$ cat src/rtl/fetch_queue_pkg.sv
// Shared definitions for the instruction fetch front end: FSM encoding,
// the FIFO entry layout and the branch-target helper that the decode
// datapath also uses.
package fetch_queue_pkg;

  // Fetch FSM encoding
  localparam logic [1:0] ST_IDLE = 2'd0;  // no request outstanding
  localparam logic [1:0] ST_WAIT = 2'd1;  // one request outstanding, result wanted
  localparam logic [1:0] ST_DROP = 2'd2;  // one request outstanding, result discarded

  // Bytes per instruction word
  localparam int unsigned WORD_BYTES = 4;

  // One buffered instruction together with the address it was fetched from
  typedef struct packed {
    logic [31:0] pc;
    logic [31:0] inst;
  } fetch_entry_t;

  // Branch target: pc + 4 + (sign_extend(imm16) << 2), wrapping mod 2^32
  function automatic logic [31:0] branch_target(input logic [31:0] pc,
                                                input logic [15:0] imm16);
    logic signed [31:0] offset;
    offset = {{14{imm16[15]}}, imm16, 2'b00};
    return pc + 32'(WORD_BYTES) + $unsigned(offset);
  endfunction

endpackage

$ cat src/rtl/fetch_fifo.sv
// Prefetch buffer: DEPTH-entry synchronous FIFO of {pc, inst} pairs with an
// occupancy count and a flush that empties it on the next edge, overriding
// any push or pop in the same cycle. The head is read straight out of the
// storage array, so a word pushed on one edge is visible the cycle after.
module fetch_fifo
  import fetch_queue_pkg::*;
#(
  parameter int DEPTH = 4,
  localparam int PTR_W = $clog2(DEPTH),
  localparam int CNT_W = PTR_W + 1
) (
  input  logic             clk,
  input  logic             rst,
  input  logic             flush,
  input  logic             push,
  input  fetch_entry_t     wr_data,
  input  logic             pop,
  output fetch_entry_t     rd_data,
  output logic [CNT_W-1:0] count,
  output logic             full,
  output logic             empty
);

  fetch_entry_t     mem_q [DEPTH];
  logic [PTR_W-1:0] wr_ptr_q, wr_ptr_d;
  logic [PTR_W-1:0] rd_ptr_q, rd_ptr_d;
  logic [CNT_W-1:0] count_q, count_d;

  // Next pointers and count; flush wins over push/pop
  always_comb begin
    wr_ptr_d = wr_ptr_q;
    rd_ptr_d = rd_ptr_q;
    count_d  = count_q;
    if (flush) begin
      wr_ptr_d = '0;
      rd_ptr_d = '0;
      count_d  = '0;
    end else begin
      if (push) wr_ptr_d = wr_ptr_q + 1'b1;
      if (pop)  rd_ptr_d = rd_ptr_q + 1'b1;
      case ({push, pop})
        2'b10:   count_d = count_q + 1'b1;
        2'b01:   count_d = count_q - 1'b1;
        default: count_d = count_q;
      endcase
    end
  end

  // Pointer and count registers
  always_ff @(posedge clk or posedge rst) begin
    if (rst) begin
      wr_ptr_q <= '0;
      rd_ptr_q <= '0;
      count_q  <= '0;
    end else begin
      wr_ptr_q <= wr_ptr_d;
      rd_ptr_q <= rd_ptr_d;
      count_q  <= count_d;
    end
  end

  // Entry storage; holds data only, so it is not reset
  always_ff @(posedge clk) begin
    if (push) mem_q[wr_ptr_q] <= wr_data;
  end

  assign count = count_q;
  assign empty = (count_q == '0);
  assign full  = (count_q == CNT_W'(DEPTH));
  // Head forced to zero when empty so the outputs read 0 after reset
  assign rd_data = empty ? '0 : mem_q[rd_ptr_q];

endmodule

$ cat src/rtl/fetch_queue.sv
// Instruction fetch front end. Owns the fetch PC, keeps at most one request
// outstanding to a variable-latency instruction memory, buffers returned
// words in fetch_fifo and hands them to decode over valid/ready. A taken
// branch on an accepted instruction flushes the buffer, retargets the PC
// and turns any in-flight response into one that is thrown away.
//
// Build option: define FETCH_BYPASS_EN to let a response arriving into an
// empty buffer appear on inst/inst_pc/inst_valid in the same cycle (and be
// consumed there if decode is ready), saving one cycle of latency.
module fetch_queue
  import fetch_queue_pkg::*;
#(
  parameter int          DEPTH    = 4,
  parameter logic [31:0] RESET_PC = 32'h0040_0000
) (
  input  logic        clk,
  input  logic        rst,
  output logic        imem_req,
  output logic [31:0] imem_addr,
  input  logic        imem_rvalid,
  input  logic [31:0] imem_rdata,
  output logic [31:0] inst,
  output logic [31:0] inst_pc,
  output logic        inst_valid,
  input  logic        inst_ready,
  input  logic        nPC_sel,
  input  logic [15:0] imm16
);

  localparam int CNT_W = $clog2(DEPTH) + 1;

  logic [1:0]       state_q, state_d;
  logic [31:0]      fetch_pc_q, fetch_pc_d;
  logic [31:0]      req_pc_q, req_pc_d;

  fetch_entry_t     fifo_head;
  fetch_entry_t     fifo_wr;
  logic [CNT_W-1:0] fifo_count;
  logic             fifo_full;
  logic             fifo_empty;

  logic             bypass;
  logic             accept;
  logic             redirect;
  logic             issue;
  logic             push;
  logic             pop;
  logic [31:0]      target;

`ifdef FETCH_BYPASS_EN
  // Response lands while the buffer is empty: present it directly
  assign bypass = fifo_empty && (state_q == ST_WAIT) && imem_rvalid;
`else
  assign bypass = 1'b0;
`endif

  // Decode-facing head: either the bypassed response or the FIFO head
  always_comb begin
    if (bypass) begin
      inst       = imem_rdata;
      inst_pc    = req_pc_q;
      inst_valid = 1'b1;
    end else begin
      inst       = fifo_head.inst;
      inst_pc    = fifo_head.pc;
      inst_valid = !fifo_empty;
    end
  end

  assign accept   = inst_valid && inst_ready;
  assign redirect = accept && nPC_sel;
  assign target   = branch_target(inst_pc, imm16);

  // A new request only from IDLE, only with a slot guaranteed, and never in
  // the cycle a redirect is retargeting the PC. Gated by rst so the strobe
  // stays low while reset is held.
  assign issue     = (state_q == ST_IDLE) && !redirect &&
                     (fifo_count < CNT_W'(DEPTH)) && !rst;
  assign imem_req  = issue;
  assign imem_addr = fetch_pc_q;

  // A bypassed word that decode takes this cycle never enters the FIFO
  assign pop     = accept && !bypass;
  assign push    = (state_q == ST_WAIT) && imem_rvalid && !redirect &&
                   !(bypass && inst_ready) && !fifo_full;
  assign fifo_wr = '{pc: req_pc_q, inst: imem_rdata};

  fetch_fifo #(.DEPTH(DEPTH)) u_fifo (
    .clk     (clk),
    .rst     (rst),
    .flush   (redirect),
    .push    (push),
    .wr_data (fifo_wr),
    .pop     (pop),
    .rd_data (fifo_head),
    .count   (fifo_count),
    .full    (fifo_full),
    .empty   (fifo_empty)
  );

  // FSM next state and fetch PC; redirect overrides the sequential PC
  always_comb begin
    state_d    = state_q;
    fetch_pc_d = fetch_pc_q;
    req_pc_d   = req_pc_q;
    case (state_q)
      ST_IDLE: begin
        if (issue) begin
          state_d    = ST_WAIT;
          req_pc_d   = fetch_pc_q;
          fetch_pc_d = fetch_pc_q + 32'(WORD_BYTES);
        end
      end
      ST_WAIT: begin
        // A response coinciding with a redirect is simply not pushed
        if (imem_rvalid)   state_d = ST_IDLE;
        else if (redirect) state_d = ST_DROP;
      end
      ST_DROP: begin
        if (imem_rvalid) state_d = ST_IDLE;
      end
      default: state_d = ST_IDLE;
    endcase
    if (redirect) fetch_pc_d = target;
  end

  // Control registers: FSM state and fetch PC
  always_ff @(posedge clk or posedge rst) begin
    if (rst) begin
      state_q    <= ST_IDLE;
      fetch_pc_q <= RESET_PC;
    end else begin
      state_q    <= state_d;
      fetch_pc_q <= fetch_pc_d;
    end
  end

  // Address of the outstanding request, tagged onto its response
  always_ff @(posedge clk) begin
    req_pc_q <= req_pc_d;
  end

endmodule
$ cat config.mk
export PLATFORM = sky130hd
export DESIGN_NAME = fetch_queue
export DESIGN_NICKNAME = d
export VERILOG_FILES = /design/src/rtl/fetch_queue_pkg.sv /design/src/rtl/fetch_fifo.sv /design/src/rtl/fetch_queue.sv
export SDC_FILE = /design/constraint.sdc
export NUM_CORES = 1
export LEC_CHECK = 0
export BUFFER_PORTS_ARGS = -buffer_cell sky130_fd_sc_hd__buf_2
export CORE_UTILIZATION = 30
export DETAILED_ROUTE_END_ITERATION = 16
export GPL_TIMING_DRIVEN = 0
export MAX_ROUTING_LAYER = met4
export PLACE_DENSITY_LB_ADDON = 0.25
export SYNTH_ARGS = -nofsm -noshare
export SYNTH_HDL_FRONTEND = slang
export SYNTH_SLANG_ARGS = --single-unit
$ cat constraint.sdc
create_clock -name clk -period 4 [get_ports clk]
set_clock_uncertainty 0.1 [all_clocks]
set_input_delay 1.2 -clock clk [delete_from_list [all_inputs] [get_ports clk]]
set_output_delay 1.2 -clock clk [all_outputs]
set_load 0.02 [all_outputs]
=== Word level (Yosys, flattened, before mapping) ===
Memory sizes are Yosys's and may differ from the RTL's.
Cells that the tools add are included.

* Flip-flop bits (word level): 73
* Bits in latches: 0
* RAM bits: 256
* ROM bits: 0
* Input port bits: 53
* Word-level logic and storage cells: 62
* Memories kept: 1

{| class="wikitable"
|+ Memories
! memory !! depth !! width !! read ports !! clocked after memory_dff !! wr ports !! RTL line !! RTL
|-
| u_fifo.mem_q || 4 || 64 || 1 || 0 || 1 || fetch_fifo.sv:24 || <nowiki>fetch_entry_t mem_q [DEPTH];</nowiki>
|}

* Add/subtract/negate cells: 7
* Multiply operators: 0
* Div/mod/pow operators: 0
* Magnitude comparators: 1
* Equality and inequality tests: 8
* Shift-type cells: 0
* Mux-type cells: 17
* Bitwise logic cells: 0
* Reduce and logical (&&, ||, !) cells: 22

{| class="wikitable"
|+ Operators with widths
! cell !! count
|-
| 32-bit 2-to-1 mux || 3
|-
| 32-bit by 3-bit adder with 32-bit output, second input constant || 2
|-
| 64-bit 2-to-1 mux || 1
|-
| 32-bit adder || 1
|-
| 2-bit 2-to-1 mux || 8
|-
| 1-bit logical AND || 8
|-
| 2-bit nonzero test || 4
|-
| 2-bit case mux with 3 select lines || 1
|-
| 3-bit case mux with 2 select lines || 1
|-
| 2-bit by 1-bit adder with 2-bit output, second input constant || 2
|-
| 2-bit by 1-bit == test with 1-bit output, second input constant || 2
|-
| 2-bit == test, second input constant || 2
|-
| 1-bit logical NOT || 4
|-
| 2-bit inequality test, second input constant || 2
|-
| 2-bit AND reduction || 2
|-
| 3-bit by 1-bit adder with 3-bit output, second input constant || 1
|-
| 3-bit == test, second input constant || 1
|-
| 3-bit logical NOT || 1
|-
| 3-bit < comparator, second input constant || 1
|-
| 3-bit 2-to-1 mux || 1
|-
| 3-bit inequality test, second input constant || 1
|-
| 3-bit AND reduction || 1
|-
| 3-bit nonzero test || 1
|-
| 3-bit by 1-bit subtractor with 3-bit output, second input constant || 1
|-
| other kinds (2) || 3
|}

=== Logic depth before layout (Yosys ltp) ===
* Depth in word-level cells: 11
* Mapped depth: 16
* Depth with buffers taken out: 14

=== Cells and area by module ===
A second synthesis with hierarchy kept.

* Cells, all modules: 945
* Area total of the unflattened synthesis: 14781.7 µm²

{| class="wikitable"
|+ Modules (own cells, without submodules)
! module !! instances !! cells each !! area an instance (µm²) !! seq. area each (µm²)
|-
| fetch_fifo || 1 || 447 || 10090.9 || 7862.5
|-
| fetch_queue || 1 || 498 || 4690.7 || 1813.0
|}

=== Worst setup path before layout ===
No wires, ideal clock.

* Path kind: reg2reg
* Start: register u_fifo.rd_ptr_q[0]
* End: register fetch_pc_q[25] (netlist: imem_addr[25])
* Library setup time: 133 ps
* Data arrival time: 3962 ps
* Data required time: 3767 ps
* Path slack: -195 ps
* Cell stages (with the launch flop): 16
* Path buffers: 3
* Clock period less this slack: 4195 ps
* Cell sequence: dfrtp_1 -> buf_2 -> buf_2 -> buf_2 -> mux4_2 -> and2_1 -> ha_1 -> ha_1 -> fa_1 -> a211oi_1 -> nor2_1 -> o21ai_1 -> o21ai_1 -> a211o_1 -> xnor2_1 -> o21ai_0

* Longest elaborated chain between the ends: 5

{| class="wikitable"
|+ RTL lines
! what !! RTL line !! RTL
|-
| start: declaration || fetch_fifo.sv:26 || <nowiki>logic [PTR_W-1:0] rd_ptr_q, rd_ptr_d;</nowiki>
|-
| start signal: assignment || fetch_fifo.sv:57 || <nowiki>rd_ptr_q <= rd_ptr_d;</nowiki>
|-
| memory 4 x 64 bit || n/a ||
|-
| 64-bit 2-to-1 mux || fetch_fifo.sv:71 || <nowiki>assign rd_data = empty ? '0 : mem_q[rd_ptr_q];</nowiki>
|-
| net inst_pc[3] || fetch_queue.sv:23 || <nowiki>output logic [31:0] inst_pc,</nowiki>
|-
| 32-bit by 3-bit adder with 32-bit output || fetch_queue_pkg.sv:25 || <nowiki>return pc + 32'(WORD_BYTES) + $unsigned(offset);</nowiki>
|-
| 32-bit adder || fetch_queue_pkg.sv:25 ||
|-
| 32-bit 2-to-1 mux || fetch_queue.sv:124 || <nowiki>if (redirect) fetch_pc_d = target;</nowiki>
|-
| end signal: assignment || fetch_queue.sv:134 || <nowiki>fetch_pc_q <= fetch_pc_d;</nowiki>
|-
| end: declaration || fetch_queue.sv:33 || <nowiki>logic [31:0] fetch_pc_q, fetch_pc_d;</nowiki>
|}

The timed path passes the listed nets, and every way through them passes these cells.
A chain may end at the register's enable or synchronous reset.

=== Final worst setup path ===
* Start: register u_fifo.rd_ptr_q[0]
* End: register fetch_pc_q[25] (netlist: imem_addr[25])

* Longest elaborated chain between the ends: 5

{| class="wikitable"
|+ RTL lines
! what !! RTL line
|-
| memory 4 x 64 bit || n/a
|-
| 64-bit 2-to-1 mux || fetch_fifo.sv:71
|-
| 32-bit by 3-bit adder with 32-bit output || fetch_queue_pkg.sv:25
|-
| 32-bit adder || fetch_queue_pkg.sv:25
|-
| 32-bit 2-to-1 mux || fetch_queue.sv:124
|}

Every way passes these cells.

==> results.ini <==
[status]
status = finished, final reports clean

[sta]
min_period_over_period_pct = 98.1
tightest_slew_ns = 0.766
finalSetupViolations = 0
final-hold-violation-count = 0
finalMaxSlewViolations = 0
worst_slack_ns = 0.0776
final.min_clock_period_ns = 3.92
fmax_mhz = 255
slew_headroom_pct = 48.9
rsz0062_at_grt = yes

[global_route]
grt.total_usage_pct = 16.6
antenna_found_initial = 3
grt_pass1_wl_um = 59200
gr-total-overflow = 0
grt_pass1_vias = 9068
grt_max_degree = 47

[synth]
yosysMostFrequentCell = edfxtp_1
synth_edf_count = 288
syn-instance-count = 937
yosys-top-cells-area = edfxtp_1, mux4_2, dfrtp_1, ha_1, and2_1
synth_seq_cells = 329
synth_ff_type = edfxtp_1
synth_seq_area_share_pct = 65.4
synthArstFlopShare_pct = 12.5
synth_nets = 1054
synthDominantCellAreaShare_pct = 58.4
yosysWarnings = 0
syn-cell-area_um2 = 14800
yosys.area.top_type = edfxtp_1
synthTopCellsByCount = edfxtp_1, and2_1, mux4_2, ha_1, nand2_1
synth_cell_types = 62
syn_avg_cell_area_um2 = 15.8

[cts]
clkTransAtPathRegs_ns = 0.06
root_buffer = clkbuf_16
clock-sinks = 329
htreeDepth = 2
cts_made_buffers = 38
cts_tree = built
postCtsHoldBufs = 0
clockBufferDepth = 3
insertion_delay_ns = 0.55

[setup_path]
crit_path_cell_trace = buf_6 > buf_12 > buf_16 > mux4_2 > and2_4 > ha_4 > ha_4 > fa_2 > a211oi_4 > nor2_4 > o21ai_4 > o21ai_4 > a211o_1 > xnor2_2 > o21ai_1
r2r_setup_slack_ns = 0.08
worstPathArrival_ns = 4.23
crit_buf_inv = 3
critPathTopFamily = compound AO/OA/AOI/OAI gates
path_depth = 15
startpoint_type = flip-flop
worstPathRequired_ns = 4.31
cp-endpoint = imem_addr[25]
reg2reg_depth = 15
path_class = flip-flop to flip-flop
slowest_stage = mux4_2
cp-startpoint = u_fifo.rd_ptr_q[0]
reg2reg_from = u_fifo.rd_ptr_q[0]
timing.rr.end = imem_addr[25]
path_max_fanout = 9
critPathCaptureType = flip-flop
slowest_delay_ns = 0.49

[route]
wl_per_cell_um = 21.8
wl_met2_um = 19500
dr_total_vias = 8811
drt-met1-wl_um = 17500
wl_met3_um = 1940
via_per_inst = 4.78
drc = 0
first_pass_iters = 5
wirelength_um = 40100
drtIter0Drc = 484
top_layer = met4
postRouteAntennaNets = 0

[place]
dp_slack_ns = -1.35
place_congestion = 0.851
dp_cells = 1757
dpl.hpwl_um = 27100
numPortBuffers = 150

[layout]
syn_to_final_growth_pct = 23.7
fillers = 4658
layout-drive-gt1-share_pct = 32.4
instances_no_fill = 1842
layout.nets = 1264

[hold_path]
hp-class = flip-flop to flip-flop
hold_depth = 0

[flow_run]
drv_cap = 0

[die]
die_x_um = 224
rows = 81
die_h_um = 224
boundaryPins = 151
core_um2 = 48800
start_util_pct = 30.3
dieArea_um2 = 50200

[power_and_ir_drop]
p_per_area_nw_per_um2 = 868
p_leak_uw = 0.00670
ir_drop_mv = 0.285

## cells in the final DEF, fill, tap and decap left out, types with 31 or more instances in the layout
master / n
edfxtp_1: 288
buf_2: 159
and2_1: 66
mux4_2: 63
nand2_1: 56
ha_1: 55
clkbuf_16: 41
dfrtp_1: 39
o21ai_0: 32
nor2_1: 31
## layer usage
metal / global-route usage (%) / vias to the layer above
li1: - / 4058
met1: 21.0 / 4484
met2: 26.6 / 202
met3: 3.21 / 67
met4: 5.88 / 0
met5: - / -
## power breakdown
group / switching (uW) / total [uW] / internal [uW] / leakage, uW
sequential: 460 / 4850 / 4390 / 0.00311
combinational: 4550 / 7570 / 3020 / 0.00299
clock: 1380 / 3460 / 2090 / 0.000605
total: 6390 / 15900 / 9490 / 0.00670
## layout make-up
| cell class | instances | area (um^2) | area share, % |
|---|---|---|---|
| clock inverter | 14 | 149 | 0.813 |
| clock buffer | 55 | 1090 | 5.95 |
| buffer | 43 | 325 | 1.78 |
| antenna | 2 | 5.00 | 0.0273 |
| inverter | 15 | 56.3 | 0.308 |
| sequential | 329 | 9680 | 52.9 |
| tap | 664 | 831 | 4.54 |
| timing repair buffer | 170 | 1020 | 5.56 |
| multi-input combinational | 550 | 5160 | 28.2 |
## worst min path at each step
stage                 start  slack, ns                  end
2_1_floorplan   req_pc_q[0]       0.36  u_fifo.mem_q[0][32]
3_3_place_gp   imem_addr[1]       0.36          req_pc_q[1]
3_5_place_dp   imem_addr[0]       0.37          req_pc_q[0]
4_1_cts        imem_addr[0]       0.37          req_pc_q[0]
5_1_grt        imem_addr[0]       0.40          req_pc_q[0]
6_report       imem_addr[0]       0.37          req_pc_q[0]
## sequential cells by signal (all words and copies together), names as in the netlist
name             flops
u_fifo.wr_ptr_q      2
u_fifo.count         3
state_q              2
req_pc_q            32
imem_addr           32
u_fifo.rd_ptr_q      2
u_fifo.mem_q       256
## metrics by stage
stage	cell area (um^2)	total power, uW	util [%]	setup TNS [ns]	hold slack (ns)
floorplan	14800	9420	-	0	0.359
global placement	16400	11800	33.6	-564.31	0.355
detailed placement	16600	11900	33.9	-23.86	0.372
CTS	18100	15800	37.1	-0.0252	0.372
global route	18300	16900	37.5	-0.145	0.398
finish	18300	15900	37.5	0	0.373
## repair_timing
| item | CTS | global route |
|---|---|---|
| pin swaps | 10 | 12 |
| setup buffers | 6 | 8 |
| setup endpoints to repair | 85 | 18 |
| resized for setup | 63 | 39 |
## logic make-up after synthesis
group           after synthesis  share of synthesized area, %
flops                       329                          65.4
simple gates                228                          8.49
compound gates              137                          5.88
mux                          68                          9.94
fa+ha+maj                    64                          5.51
buf+inv                      58                          1.69
xor+xnor                     53                          3.14
(Power assumes the default switching activity.)
